$ cat src/rtl/instr_fetch_unit.sv
// Instruction fetch initiator: owns the PC, reads a combinational instruction
// memory and hands {pc, instr} to decode through a 2-entry valid/ready buffer.
//
// state | meaning
// EMPTY | no buffered instruction, out_valid=0
// ONE   | one entry at head
// FULL  | two entries, fetch stalls unless head pops this cycle
module instr_fetch_unit #(
  parameter logic [31:0] RESET_PC  = 32'h0000_0000,
  parameter int          DEPTH     = 256,
  parameter int          BUF_DEPTH = 2
) (
  input  logic        clk,
  input  logic        rst_n,
  output logic [31:0] imem_addr,
  input  logic [31:0] imem_instruction,
  input  logic        redirect_valid,
  input  logic [31:0] redirect_pc,
  output logic        out_valid,
  input  logic        out_ready,
  output logic [31:0] out_instr,
  output logic [31:0] out_pc,
  output logic        fault,
  output logic [31:0] fetch_count
);

  typedef enum logic [1:0] {
    EMPTY = 2'd0,
    ONE   = 2'd1,
    FULL  = 2'd2
  } state_t;

  localparam logic [29:0] DEPTH_W = 30'(DEPTH);

  state_t      state, state_nxt;
  logic [31:0] pc;
  logic        head, tail;
  logic [31:0] buf_pc    [BUF_DEPTH];
  logic [31:0] buf_instr [BUF_DEPTH];

  logic pop, push, pc_oor, redir_bad;

  always_comb begin
    pop       = out_valid & out_ready;
    pc_oor    = (pc[31:2] >= DEPTH_W);
    redir_bad = (redirect_pc[1:0] != 2'b00) | (redirect_pc[31:2] >= DEPTH_W);
    // redirect and fault both block fetch; a pop frees a slot in the same cycle
    push      = ~redirect_valid & ~fault & ~pc_oor & ((state != FULL) | pop);
  end

  always_comb begin
    state_nxt = state;
    if (redirect_valid) begin
      state_nxt = EMPTY;
    end else begin
      unique case ({push, pop})
        2'b10: begin
          if (state == EMPTY) state_nxt = ONE;
          else                state_nxt = FULL;
        end
        2'b01: begin
          if (state == FULL) state_nxt = ONE;
          else               state_nxt = EMPTY;
        end
        default: state_nxt = state;
      endcase
    end
  end

  always_ff @(posedge clk or negedge rst_n) begin
    if (!rst_n) begin
      state       <= EMPTY;
      head        <= 1'b0;
      tail        <= 1'b0;
      pc          <= RESET_PC;
      fault       <= 1'b0;
      fetch_count <= 32'd0;
    end else begin
      state <= state_nxt;
      if (redirect_valid) begin
        head  <= 1'b0;
        tail  <= 1'b0;
        pc    <= redirect_pc;
        fault <= redir_bad;
      end else begin
        if (pop) head <= ~head;
        if (push) begin
          tail        <= ~tail;
          pc          <= pc + 32'd4;
          fetch_count <= fetch_count + 32'd1;
        end
        if (pc_oor) fault <= 1'b1;
      end
    end
  end

  // Payload needs no reset: it is only visible while out_valid=1.
  always_ff @(posedge clk) begin
    if (push) begin
      buf_pc[tail]    <= pc;
      buf_instr[tail] <= imem_instruction;
    end
  end

  always_comb begin
    imem_addr = pc;
    out_valid = (state != EMPTY);
    out_instr = out_valid ? buf_instr[head] : 32'd0;
    out_pc    = out_valid ? buf_pc[head]    : 32'd0;
  end

endmodule

$ cat config.mk
export PLATFORM = sky130hd
export DESIGN_NAME = instr_fetch_unit
export DESIGN_NICKNAME = d
export VERILOG_FILES = /design/src/rtl/instr_fetch_unit.sv
export SDC_FILE = /design/constraint.sdc
export NUM_CORES = 1
export LEC_CHECK = 0
export CAP_MARGIN = 20
export CORE_ASPECT_RATIO = 1.75
export CORE_MARGIN = 2
export CORE_UTILIZATION = 45
export CTS_CLUSTER_SIZE = 12
export DETAILED_ROUTE_END_ITERATION = 16
export PLACE_DENSITY_LB_ADDON = 0.12
export SLEW_MARGIN = 20
export SYNTH_ARGS = -nofsm -noshare
export SYNTH_HDL_FRONTEND = slang
export SYNTH_SLANG_ARGS = --single-unit
export TNS_END_PERCENT = 20
$ cat constraint.sdc
create_clock -name clk -period 7.3 [get_ports clk]
set_input_delay 1.825 -clock clk [delete_from_list [all_inputs] [get_ports clk]]
set_output_delay 1.825 -clock clk [all_outputs]
set_load 0.01 [all_outputs]
==> results.sh <==
export IMPL_post_synth_main_area_contributors="edfxtp_1, dfrtp_1, mux2i_1, mux2_2, nor2_1"
export IMPL_critPathKind="input port to register"
export IMPL_synth_compound_area_share=0.0160
export IMPL_antenna_cells=0
export IMPL_fp_dieW_microns=105
export IMPL_cts_resized=0
export IMPL_die_area_sq_mm=0.0188
export IMPL_root_buffer="clkbuf_16"
export IMPL_yosysMostFrequentCell="edfxtp_1"
export IMPL_fin_crit_ns=4.78
export IMPL_outcome="completed"
export IMPL_min_period_over_period=0.654
export IMPL_area_growth_pct=34.9
export IMPL_fmax_mhz=209
export IMPL_synthCells=545
export IMPL_synthArstFlopShare=0.350
export IMPL_grt_overflow=0
export IMPL_cts_tree="built"
export IMPL_synth_cell_types=40
export IMPL_wl_per_cell_microns=19.0
export IMPL_yosysWarningCount=0
export IMPL_ys_ff_latch=197
export IMPL_drv_slew=0
export IMPL_port_buffers=197
export IMPL_grt_setup_unrepaired="no"
export IMPL_synth_edf_count=128
export IMPL_initial_core_util=0.457
export IMPL_pin_count=198
export IMPL_drt_vias_per_instance=5.29
export IMPL_dpl_cell_count=955
export IMPL_ys_seq_area_frac=0.698
export IMPL_worstPathCellList="buf_2 > nor4_4 > nand4_2 > nor2_2 > and2_4"
export IMPL_multi_input_comb_area_sq_mm=0.00229
export IMPL_hpwl_microns=12900
export IMPL_ant_nets=0
export IMPL_relSlewSlack=0.399
export IMPL_synth_area_sq_mm=0.00798
export IMPL_worst_path_dominant_cell_family="simple AND/OR/NAND/NOR gates"
export IMPL_fillers=1422
export IMPL_cp_required_ns=7.34
export IMPL_clkSinkCount=197
export IMPL_finClkSkew_ns=0.0118
export IMPL_drt_initial_drc_count=221
export IMPL_grt_pass1_wl_microns=29700
export IMPL_seqCellArea_sq_mm=0.00557
export IMPL_drive_above_1_share=0.0964
export IMPL_drt_total_wl_microns=18800
export IMPL_fin_cells=988
export IMPL_hold_viol_final=0
export IMPL_cts_setup_buffers=0
export IMPL_num_nets_final=815
export IMPL_cp_num_buf_inv=1
export IMPL_cts_path_max_buffers=2
export IMPL_post_synth_and_or_nand_nor_area_fraction=0.106
export IMPL_p_leak_nw=3.71
export IMPL_num_vias=5228
export IMPL_crit_slowest_cell="and2_4"
export IMPL_synthesis_nets=616
export IMPL_synthAdderAreaFrac=0.00471
export IMPL_clkTransAtPathRegs_ns=0.07
export IMPL_grt_max_degree=70
export IMPL_ir_drop_mv=0.152
export IMPL_finalSetupViolCount=0
export IMPL_die_h_microns=180
export IMPL_muxShareOfSynthArea=0.117
export IMPL_fin_setup_tns_ns=0
export IMPL_worstMarginPinSlew_ns=0.901
export IMPL_postSynthAreaPerCell_sq_um=14.6
export IMPL_synth_top_family_by_area="multiplexers"
export IMPL_critPathMaxFanout=64
export IMPL_timing_max_cap_violations=0
export IMPL_netlist_area_leader_share=0.482
export IMPL_cp_arrival_ns=4.82
export IMPL_track_usage=0.202
export IMPL_core_area_sq_mm=0.0175
export IMPL_p_per_area_mw_per_mm2=208
export IMPL_htreeDepth=4
export IMPL_yosys_area_share_xor_xnor=0.0406
export IMPL_row_count=64
export IMPL_synthTopCellsByCount="edfxtp_1, nor2_1, dfrtp_1"
export IMPL_drc=0
export IMPL_critPathMaxStageDelay_ns=0.87
export IMPL_ys_flop_type="edfxtp_1"
export IMPL_hold_path_class="register to register"
export IMPL_start_kind="input port"
export IMPL_cts_buffers=17
export IMPL_yosysTopAreaCell="edfxtp_1"
export IMPL_dr_pass1_iters=4
export IMPL_grt_pass1_vias=5472
export IMPL_gp_congestion=0.769
export IMPL_antenna_found_initial=0
export IMPL_critPathCaptureType="register"
export IMPL_clock_latency_ns=0.42
export IMPL_hold_buffers=0
through the flow:
step | utilization | hold WS [ns] | instance area [sq um] | power (mW) | setup WS, ns
6_report | 0.616 | 0.500 | 10800 | 2.24 | 2.52
5_1_grt | 0.616 | 0.511 | 10800 | 2.31 | 2.30
4_1_cts | 0.615 | 0.496 | 10700 | 2.26 | 2.54
3_5_place_dp | 0.584 | 0.481 | 10200 | 1.40 | 2.08
3_3_place_gp | 0.584 | 0.466 | 10200 | 1.39 | 2.16
2_1_floorplan | - | 0.477 | 7980 | 1.29 | 1.64
report_power, final:
group / internal (mW) / total (mW) / leakage (nW) / switching, mW
combinational: 0.0776 / 0.129 / 1.40 / 0.0512
sequential: 1.21 / 1.24 / 2.04 / 0.0294
clock: 0.447 / 0.870 / 0.266 / 0.423
total: 1.74 / 2.24 / 3.71 / 0.504
per-layer routing:
metal	up-vias	GRT usage	wire, microns
met1	2588	0.233	7190
met3	40	0.0452	990
li1	2406	-	-
met5	-	0	0
met2	194	0.359	10000
met4	0	0.0832	615
cell usage in the layout (no fill, tap or decap), types with 11 or more instances in the layout:
master / n
xnor2_1: 31
mux2i_1: 64
clkdlybuf4s50_1: 195
nand3_1: 19
inv_1: 11
edfxtp_1: 128
dfrtp_1: 68
nor2_1: 72
nand4_1: 14
nand2_1: 16
nor4_1: 18
clkbuf_16: 17
mux2_2: 26
flip-flops by register name, summed over array words and instances, names as in the netlist:
register	cells
buf_instr	64
buf_pc	64
fetch_count	32
imem_addr	32
state	2
fault	1
head	1
tail	1
final timing paths:
check,start,to,slack (ns),cells past startpoint
min in group asynchronous,rst_n,fetch_count[11],1.51,1
max in group asynchronous,rst_n,head,5.11,1
setup / recovery,redirect_valid,buf_pc[1][23],2.52,5
hold reg to reg,fetch_count[18],fetch_count[18],0.50,1
hold / removal,fetch_count[18],fetch_count[18],0.50,1
setup reg to reg,imem_addr[18],buf_pc[1][23],3.59,4
cell type report:
cell class                 count  area share
sequential                   197       0.518
multi-input combinational    315       0.213
timing repair buffer         202       0.187
clock buffer                  18      0.0399
tap                          231      0.0269
clock inverter                14      0.0111
inverter                      11     0.00384
logic make-up after synthesis:
kind of cell	after synthesis
xor+xnor	37
buf+inv	33
simple gates	167
compound gates	18
mux	90
fa+ha+maj	3
flops	197
No activity file was read; power rests on OpenSTA's default activity.
